## config.mk

```make
export PLATFORM = sky130hd
export DESIGN_NAME = bcd_down_counter
export DESIGN_NICKNAME = d
export VERILOG_FILES = /design/src/rtl/bcd_down_counter.sv
export SDC_FILE = /design/constraint.sdc
export NUM_CORES = 1
export LEC_CHECK = 0
export CAP_MARGIN = 20
export CORE_ASPECT_RATIO = 0.75
export CORE_MARGIN = 2
export CORE_UTILIZATION = 40
export DETAILED_ROUTE_END_ITERATION = 16
export GPL_ROUTABILITY_DRIVEN = 0
export HOLD_SLACK_MARGIN = 0.06
export PLACE_DENSITY = 0.8
export REMOVE_ABC_BUFFERS = 1
export SYNTH_ARGS = -nofsm -noshare
export SYNTH_HDL_FRONTEND = slang
export SYNTH_SLANG_ARGS = --single-unit
```

## constraint.sdc

```tcl
create_clock -name Clk -period 1.9 [get_ports Clk]
set_clock_uncertainty 0.1 [all_clocks]
set_input_delay 0.19 -clock Clk [delete_from_list [all_inputs] [get_ports Clk]]
set_output_delay 0.19 -clock Clk [all_outputs]
set_load 0.05 [all_outputs]
```

## src/rtl/bcd_down_counter.sv

```systemverilog
// Presettable two-digit BCD down counter (99..00) with one-shot / auto-reload
// modes and a single-cycle registered borrow pulse on the 01 -> 00 step.
module bcd_down_counter (
  input  logic       Clk,
  input  logic       MR,
  input  logic       LD,
  input  logic       EN,
  input  logic       MODE,
  input  logic [3:0] DH,
  input  logic [3:0] DL,
  output logic [3:0] QH,
  output logic [3:0] QL,
  output logic       BO,
  output logic       ZERO,
  output logic       BUSY
);

  typedef enum logic [1:0] {
    IDLE = 2'd0,
    RUN  = 2'd1,
    DONE = 2'd2
  } state_t;

  state_t     state, state_next;
  logic [3:0] pre_h, pre_l, pre_h_next, pre_l_next;
  logic [3:0] qh_next, ql_next;
  logic       bo_next;
  logic [3:0] dh_clamped, dl_clamped;

  // Out-of-range preset digits saturate at 9 so the count stays valid BCD.
  assign dh_clamped = (DH > 4'd9) ? 4'd9 : DH;
  assign dl_clamped = (DL > 4'd9) ? 4'd9 : DL;

  // State register: FSM state, count digits, preset register and borrow flag.
  always_ff @(posedge Clk or posedge MR) begin
    if (MR) begin
      state <= IDLE;
      QH    <= 4'd0;
      QL    <= 4'd0;
      pre_h <= 4'd0;
      pre_l <= 4'd0;
      BO    <= 1'b0;
    end else begin
      state <= state_next;
      QH    <= qh_next;
      QL    <= ql_next;
      pre_h <= pre_h_next;
      pre_l <= pre_l_next;
      BO    <= bo_next;
    end
  end

  // Next-state logic: load beats counting; counting only happens in RUN with EN.
  always_comb begin
    state_next = state;
    qh_next    = QH;
    ql_next    = QL;
    pre_h_next = pre_h;
    pre_l_next = pre_l;
    bo_next    = 1'b0;
    if (LD) begin
      pre_h_next = dh_clamped;
      pre_l_next = dl_clamped;
      qh_next    = dh_clamped;
      ql_next    = dl_clamped;
      state_next = ((dh_clamped != 4'd0) || (dl_clamped != 4'd0)) ? RUN : DONE;
    end else if ((state == RUN) && EN) begin
      if (ZERO) begin
        // Sitting at 00 after a terminal event: reload or stop, never borrow again.
        if (MODE) begin
          qh_next = pre_h;
          ql_next = pre_l;
        end else begin
          state_next = DONE;
        end
      end else begin
        if (QL != 4'd0) begin
          ql_next = QL - 4'd1;
        end else begin
          ql_next = 4'd9;
          qh_next = QH - 4'd1;
        end
        if ((QH == 4'd0) && (QL == 4'd1)) begin
          bo_next = 1'b1;
          if (!MODE) state_next = DONE;
        end
      end
    end
  end

  // Output decode.
  always_comb begin
    ZERO = (QH == 4'd0) && (QL == 4'd0);
    BUSY = (state == RUN);
  end

endmodule

```

==> results of run 1 <==
## Yosys cell counts, types with 2 or more instances
cell      number
a21oi_1        8
a221oi_1       2
a31oi_1        4
clkbuf_1       2
dfrtp_1       19
inv_1         11
mux2_2         3
nand2_1       11
nand3b_1       4
nor2_1         6
nor2b_1        2
nor3_1         2
nor4_1         5
o21a_1         3
o21ai_0        8
## metal layers
metal | global-route usage | share of wire | vias to the layer above
li1 | - | - | 500
met1 | 0.267 | 0.45 | 499
met2 | 0.357 | 0.46 | 47
met3 | 0.0577 | 0.071 | 6
met4 | 0.0533 | 0.020 | 0
met5 | 0 | 0 | -
## timing repair
action	CTS	global route
setup buffers	3	0
resized for setup	4	9
pin swaps	1	3
setup endpoints to repair	1	9
## flip-flops by register name, summed over array words and instances, names as in the netlist
name and flops:
pre_l 4, QH 4, QL 4, pre_h 4
BO 1, state 2
## report_power, final
group	switching, mW	total [mW]	internal (mW)
sequential	0.0366	0.479	0.442
combinational	0.221	0.391	0.170
clock	0.126	0.207	0.0817
total	0.383	1.08	0.694
## worst max-delay path: stages (launching register included)
cell and delay (ns):
dfrtp_1 0.45, or4_4 0.53, or3_4 0.36, a221oi_2 0.23, o22a_1 0.15
## worst min path at each step
| stage | from | to | slack [ns] | cells past startpoint |
|---|---|---|---|---|
| after global routing | MR | state[0]$_DFFE_PP0P_ | 0.12 | 3 |
| after detailed placement | pre_l[1]$_DFFE_PP0P_ | pre_l[1]$_DFFE_PP0P_ | 0.37 | 2 |
| final | MR | QH[2]$_DFFE_PP0P_ | 0.11 | 3 |
| after CTS | MR | state[1]$_DFFE_PP0P_ | 0.11 | 3 |
| after floorplan | MR | BO$_DFF_PP0_ | 0.04 | 1 |
| after global placement | pre_l[0]$_DFFE_PP0P_ | pre_l[0]$_DFFE_PP0P_ | 0.37 | 1 |
## stage by stage
| step | utilization | total power [mW] | hold slack [ns] |
|---|---|---|---|
| floorplan | - | 0.692 | 0.0411 |
| global placement | 0.598 | 0.846 | 0.373 |
| detailed placement | 0.598 | 0.857 | 0.369 |
| CTS | 0.620 | 1.07 | 0.113 |
| global route | 0.632 | 1.14 | 0.120 |
| finish | 0.632 | 1.08 | 0.108 |
## cell families after synthesis
kind of cell,count (synthesis),share of synthesized area
and+or+nand+nor,39,0.220
AOI/OAI and AO/OA,35,0.222
adders and majority gates,1,0.0120
DFF,19,0.457
buffers and inverters,13,0.0469
muxes,4,0.0421
## layout by cell type (no fill, tap or decap), types with 2 or more instances in the layout
master | synthesis | final
buf_4 | 0 | 25
dfrtp_1 | 19 | 19
clkdlybuf4s50_1 | 0 | 13
nand2_1 | 11 | 10
inv_1 | 11 | 8
a21oi_1 | 8 | 8
o21ai_0 | 8 | 7
nor2_1 | 6 | 6
nor4_1 | 5 | 5
nand3b_1 | 4 | 4
a31oi_1 | 4 | 4
mux2_2 | 3 | 3
o21a_1 | 3 | 3
clkbuf_4 | 0 | 3
nor2b_1 | 2 | 2
nor3_1 | 2 | 2
inv_2 | 0 | 2
a221oi_1 | 2 | 2
dlymetal6s2s_1 | 0 | 2
## layout make-up
type,count,area [um^2],area share
tap,34,42.5,0.0282
clock buffer,4,26.3,0.0174
multi-input combinational,79,544,0.361
inverter,11,43.8,0.0291
timing repair buffer,42,374,0.248
sequential,19,475,0.316
==> impl_metrics.tcl, run 1 <==
set metrics [dict create \
    vias 1052 \
    nets 170 \
    cts_buffers 3 \
    clock_path_buffers 2 \
    criticalPathCategory "register to register" \
    ant_nets 0 \
    finalSetupViolCount 0 \
    synth_top_cell_area_share 0.457 \
    die_y_um 48.2 \
    syn_inst 111 \
    cts_tree "done" \
    dieWidth_um 62.9 \
    ff2ff_path_depth 4 \
    max_freq_ghz 0.537 \
    grt_overflow_total 0 \
    p_leak_nw 0.675 \
    worstPathRequired_ns 2.05 \
    area_delta_synth_final_pct 44.7 \
    synth_top_flop_cell "dfrtp_1" \
    clkLatencyLatePin_ns 0.30 \
    slew_headroom 0.666 \
    fin_setup_tns_ns 0 \
    grt_pass1_wl_um 4730 \
    preCtsSetupSlack_ns 0.00678 \
    ys_seq_elements 19 \
    reg2reg_slack_ns 0.04 \
    synth_edf_count 0 \
    rsz0062_at_grt "yes" \
    max_cap_viol_count 0 \
    h-tree-depth 1 \
    syn_avg_cell_area_um2 9.38 \
    detailed_place.area_um2 1430 \
    path_clk_slew_ns 0.11 \
    powerDensity_nw_per_um2 715 \
    floorplan.rows 15 \
    yosys_warnings 0 \
    cp-end-kind "register" \
    cp_max_fo 5 \
    netlist_top_cells_area "dfrtp_1 46%, inv_1 4.0%, nand2_1 4.0%, a21oi_1 3.8%, o21ai_0 3.8%" \
    cp-start-kind "register" \
    final_area_um2 1510 \
    arrival_ns 2.01 \
    routedWlPerCell_um 15.3 \
    hpwl_um 2220 \
    routed_wl_um 2900 \
    grt_pass1_vias 1057 \
    synthesis.area_um2 1040 \
    antenna_found_initial 0 \
    fin_crit_sh 0.981 \
    grt_max_degree 20 \
    drive_above_1_share 0.284 \
    worstReg2RegStart "QL[1]$_DFFE_PP0P_" \
    async_flop_share 1.00 \
    vias_per_cell 5.57 \
    port_buffers 23 \
    crit_end "QH[3]$_DFFE_PP0P_" \
    antennaDiodeCount 0 \
    report.final.slew_viol_count 0 \
    synth_top_area_cell "dfrtp_1" \
    synth.distinct_cells 36 \
    hold_class "input port to asynchronous set/reset pin" \
    grt_usage 0.207 \
    clock_sinks 19 \
    dieArea_um2 3030 \
    peakVddDrop_mv 0.482 \
    status "finished clean" \
    drt-pass1-iter-count 4 \
    r2r_end "QH[3]$_DFFE_PP0P_" \
    initial_core_util 0.437 \
    final_cells 189 \
    worst_pin_slew_ns 0.500 \
    fillers 207 \
    dp.cells 183 \
    cts_hold_buf 0 \
    cts-root-buf "clkbuf_4" \
    fin_ws_ns 0.0365 \
    hold_viol 0 \
    drc 0 \
    min_period_ns 1.86 \
    drtIter0Drc 66 \
    coreArea_um2 2380 \
    io_pins 24 \
    startpoint "QL[1]$_DFFE_PP0P_" \
    synth_seq_area_share 0.457 \
]
No activity file was read; power rests on OpenSTA's default activity.
==> inputs of run 2 (changes only) <==
Settings changed: CORE_UTILIZATION 40 to 44, PLACE_DENSITY 0.8 to 0.85.
Clock period 1.9 ns to 1.6 ns, I/O delays scaled along.
==> run 2 against run 1 <==
  * The run now ends with setup timing left
  * Setup slack got worse by 0.35 ns
  * Register-to-register slack worse by 0.30 ns
  * Via count grew 8.1%
  * Critical path depth increased by 4
  * Global-route usage increased by 5.3 points
  * Utilization grew 16 points
  * Clock power grew 28%
  * Sequential share of layout area down 5.1 points
  * Non-clock buffer count increased by 14
  * Sequential power is 17% higher
  * Sequential cell count unchanged
  * Highest routed layer unchanged
==> impl_metrics.tcl, run 2 (same netlist as run 1, synthesis figures left out) <==
set metrics [dict create \
    drt-pass1-iter-count 4 \
    vias 1137 \
    path_clk_slew_ns 0.12 \
    max_freq_ghz 0.523 \
    dieArea_um2 2780 \
    cp_max_fo 4 \
    arrival_ns 1.65 \
    grt.met1_usage 0.319 \
    met3_usage 0.115 \
    vias_per_cell 5.60 \
    hold_viol 0 \
    fin_crit_sh 1.19 \
    clock_sinks 19 \
    dieWidth_um 60.2 \
    reg2reg_slack_ns -0.26 \
    worstPathRequired_ns 1.34 \
    finalSetupViolCount 10 \
    gr-max-usage-layer "met2" \
    power_mw 1.48 \
    nets 184 \
    cp-end-kind "primary output" \
    routedWlPerCell_um 16.9 \
    antenna_found_initial 0 \
    max_cap_viol_count 0 \
    drtIter0Drc 43 \
    peakVddDrop_mv 0.554 \
    rsz0062_at_grt "yes" \
    hold_class "register to register" \
    min_period_ns 1.91 \
    clkLatencyLatePin_ns 0.32 \
    final_common_cell "buf_4" \
    grt_pass1_wl_um 5090 \
    mostFrequentLayoutCells "27 x buf_4, 19 x dfrtp_1, 12 x clkdlybuf4s50_1" \
    io_pins 24 \
    floorplan.rows 15 \
    grt_usage 0.260 \
    final_cells 203 \
    cts_tree "done" \
    h-tree-depth 1 \
    violations "setup timing" \
    cp-start-kind "register" \
    hpwl_um 2320 \
    slew_headroom 0.693 \
    cts-root-buf "clkbuf_4" \
    dp.cells 194 \
    p_leak_nw 0.793 \
    port_buffers 23 \
    cts_buffers 3 \
    clock_path_buffers 2 \
    die_y_um 46.1 \
    grt_overflow_total 0 \
    routed_wl_um 3430 \
    initial_core_util 0.458 \
    fin_util 0.791 \
    met2_usage 0.396 \
    criticalPathCategory "register to primary output" \
    drive_above_1_share 0.402 \
    grt_pass1_vias 1129 \
    antennaDiodeCount 0 \
    area_delta_synth_final_pct 72.6 \
    ant_nets 0 \
    fin_ws_ns -0.311 \
    grt_max_degree 20 \
    report.final.slew_viol_count 0 \
    coreArea_um2 2270 \
    drc 0 \
    worst_pin_slew_ns 0.456 \
    powerDensity_nw_per_um2 824 \
    status "finished with violations" \
]
==> run 2: final timing paths <==
| check | cells past startpoint | endpoint | from |
|---|---|---|---|
| max | 8 | ZERO | QH[1]$_DFFE_PP0P_ |
| min | 1 | pre_l[0]$_DFFE_PP0P_ | pre_l[0]$_DFFE_PP0P_ |
| max reg2reg | 4 | QH[3]$_DFFE_PP0P_ | QL[3]$_DFFE_PP0P_ |
| min reg2reg | 1 | pre_l[0]$_DFFE_PP0P_ | pre_l[0]$_DFFE_PP0P_ |
| max in group asynchronous | 4 | pre_l[1]$_DFFE_PP0P_ | MR |
| min in group asynchronous | 4 | QH[3]$_DFFE_PP0P_ | MR |
==> run 2: repair_timing <==
action | CTS | global route
buffers inserted | 4 | 2
hold buffers | 1 | 0
pin swaps | 8 | 4
endpoints found under the setup margin | 11 | 11
endpoints found under the hold margin | 12 | 0
resized for setup | 16 | 13
==> run 2: worst max-delay path, stage by stage, from the launching register on <==
cell     delay [ns]
dfrtp_1        0.41
inv_2          0.07
ha_4           0.15
buf_6          0.10
nor3b_4        0.23
nand2_4        0.09
inv_4          0.07
buf_6          0.09
buf_12         0.12
==> run 2: through the flow <==
step	setup TNS (ns)	setup slack (ns)	hold slack, ns	cell area [um^2]
floorplan	-4.57	-0.677	0.0111	1030
global placement	-1.68	-0.270	0.371	1610
CTS	-1.33	-0.292	0.402	1730
finish	-1.62	-0.311	0.403	1800
detailed placement	-2.37	-0.328	0.375	1610
global route	-2.25	-0.368	0.436	1800
==> run 2: where the power goes <==
group / internal (mW) / switching, mW / total, mW / leakage, nW
logic: 0.324 / 0.332 / 0.657 / 0.549
clock network: 0.0956 / 0.169 / 0.264 / 0.0139
registers: 0.525 / 0.0337 / 0.559 / 0.230
==> run 2: per-layer routing <==
layer  vias to the layer above  routed length, um
li1                        525                  -
met1                       544               1430
met2                        57               1590
met3                        11                322
met4                         0                 88
met5                         -                  0
==> run 2: final cells by class <==
class	instances	area, um^2
fillers	149	474
multi-input cells	79	604
clock inverters	1	7.51
clock buffers	3	22.5
inverters	11	43.8
well taps	34	42.5
repair buffers	56	601
flip-flops and latches	19	475
==> inputs of run 3 (changes only) <==
Settings changed: HOLD_SLACK_MARGIN 0.06 to 0.03.
==> run 3 against run 2 <==
  * The flow still finishes with violations (setup timing)
  * Total power decreased by 0.21%
  * Non-clock buffer count decreased by 1
  * Via count increased by 0.18%
  * Critical path depth unchanged
  * Hold slack got worse by 0.36 ns
  * Sequential share of layout area increased by 0.15 points
  * Utilization decreased by 0.44 points
  * Combinational power about the same
  * Sequential cell count unchanged
  * First-iteration DRC count decreased by 4.7%
  * Clock power about the same
  * Critical endpoint unchanged
  * Highest routed layer unchanged
==> impl_metrics.tcl, run 3 (same netlist as run 1, synthesis figures left out) <==
set metrics [dict create \
    hold_viol 0 \
    cts_hold_buf 0 \
    hold_ws_ns 0.0459 \
    violations "setup timing" \
    cts_tree "done" \
    dieArea_um2 2780 \
    grt_max_degree 20 \
    cp_top_family "buffers and inverters" \
    cp-start-kind "register" \
    finalSetupViolCount 10 \
    port_buffers 23 \
    max_freq_ghz 0.522 \
    grt_pass1_wl_um 5060 \
    coreArea_um2 2270 \
    powerDensity_nw_per_um2 827 \
    die_y_um 46.1 \
    worst_pin_slew_ns 0.455 \
    clock_path_buffers 2 \
    mostFrequentLayoutCells "27 x buf_4, 19 x dfrtp_1, 12 x clkdlybuf4s50_1" \
    rsz0062_at_grt "yes" \
    vias 1139 \
    clkLatencyLatePin_ns 0.32 \
    peakVddDrop_mv 0.552 \
    drtIter0Drc 41 \
    preCtsSetupSlack_ns -0.328 \
    crit_chain "inv_2 -> ha_4 -> buf_6 -> nor3b_4 -> nand2_4 -> inv_4 -> buf_6 -> buf_12" \
    r2r_end "QH[3]$_DFFE_PP0P_" \
    final_common_cell "buf_4" \
    slew_headroom 0.694 \
    drt-pass1-iter-count 4 \
    nets 183 \
    cp_max_fo 4 \
    ant_nets 0 \
    fin_ws_ns -0.315 \
    floorplan.rows 15 \
    min_period_ns 1.91 \
    worstReg2RegStart "QL[3]$_DFFE_PP0P_" \
    cp-end-kind "primary output" \
    p_leak_nw 0.789 \
    path_common_cell "buf_6" \
    max_cap_viol_count 0 \
    antenna_found_initial 0 \
    grt_overflow_total 0 \
    path_buf_inv 5 \
    hold_class "input port to asynchronous set/reset pin" \
    ff2ff_path_depth 4 \
    path_clk_slew_ns 0.12 \
    cts-root-buf "clkbuf_4" \
    initial_core_util 0.458 \
    io_pins 24 \
    vias_per_cell 5.64 \
    grt_pass1_vias 1128 \
    cts_buffers 3 \
    routed_wl_um 3410 \
    criticalPathCategory "register to primary output" \
    crit_slowest_cell "dfrtp_1" \
    antennaDiodeCount 0 \
    hpwl_um 2320 \
    drc 0 \
    clock_sinks 19 \
    area_delta_synth_final_pct 71.6 \
    arrival_ns 1.65 \
    report.final.slew_viol_count 0 \
    fin_crit_sh 1.20 \
    fillers 153 \
    status "finished with violations" \
    h-tree-depth 1 \
    drive_above_1_share 0.405 \
    dieWidth_um 60.2 \
    routedWlPerCell_um 16.9 \
    critical-path-max-stage-delay_ns 0.41 \
    worstPathRequired_ns 1.34 \
    grt_usage 0.258 \
    reg2reg_slack_ns -0.26 \
]
## run 3: cell count changes in the layout (fill, tap and decap cells not counted), sizes merged
cell         previous run  this run
dlygate4sd3             1         0
## run 3: final cells by class
type,instances,area [um^2],share of cell area
multi-input combinational,79,604,0.338
timing repair buffer,55,591,0.331
sequential,19,475,0.266
inverter,11,43.8,0.0245
tap,34,42.5,0.0238
clock buffer,3,22.5,0.0126
clock inverter,1,7.51,0.00420
## run 3: timing repair
action	CTS	global route
setup buffers	4	2
setup endpoints to repair	11	11
gates cloned	0	0
resized for setup	16	13
endpoints found under the hold margin	0	0
pin swaps	8	4
## run 3: how the worst max path moves through the flow
stage / start / end / slack, ns / cells after the start
after CTS: QH[1]$_DFFE_PP0P_ / ZERO / -0.29 / 8
final: QH[1]$_DFFE_PP0P_ / ZERO / -0.31 / 8
after global placement: MODE / QH[3]$_DFFE_PP0P_ / -0.27 / 6
after global routing: QL[3]$_DFFE_PP0P_ / ZERO / -0.37 / 7
after floorplan: QH[0]$_DFFE_PP0P_ / QL[2]$_DFFE_PP0P_ / -0.68 / 7
after detailed placement: MODE / QH[3]$_DFFE_PP0P_ / -0.33 / 6
## run 3: power by group
group	internal, mW	switching [mW]	leakage [nW]	total (mW)
Clock	0.0956	0.168	0.0139	0.264
Combinational	0.323	0.332	0.545	0.654
Sequential	0.525	0.0334	0.230	0.559
Total	0.944	0.533	0.789	1.48
## run 3: tightest hold or removal path: cells and delay by family
| family | cells | cell delay, ns |
|---|---|---|
| buf+inv | 3 | 0.70 |
## run 3: layer usage
metal  global-route usage  wire length, um
met5                    0                0
met4                0.120               80
met3                0.115              351
met2                0.391             1610
met1                0.317             1370
## run 3: per-stage QoR
step,instance area (um^2),power (mW),util,std cells,TNS (ns)
after floorplan,1030,0.822,-,109,-4.57
after global placement,1610,1.11,0.711,194,-1.68
after global routing,1790,1.54,0.787,202,-2.25
after detailed placement,1610,1.13,0.711,194,-2.37
after CTS,1720,1.42,0.759,201,-1.33
final,1790,1.48,0.787,202,-1.64
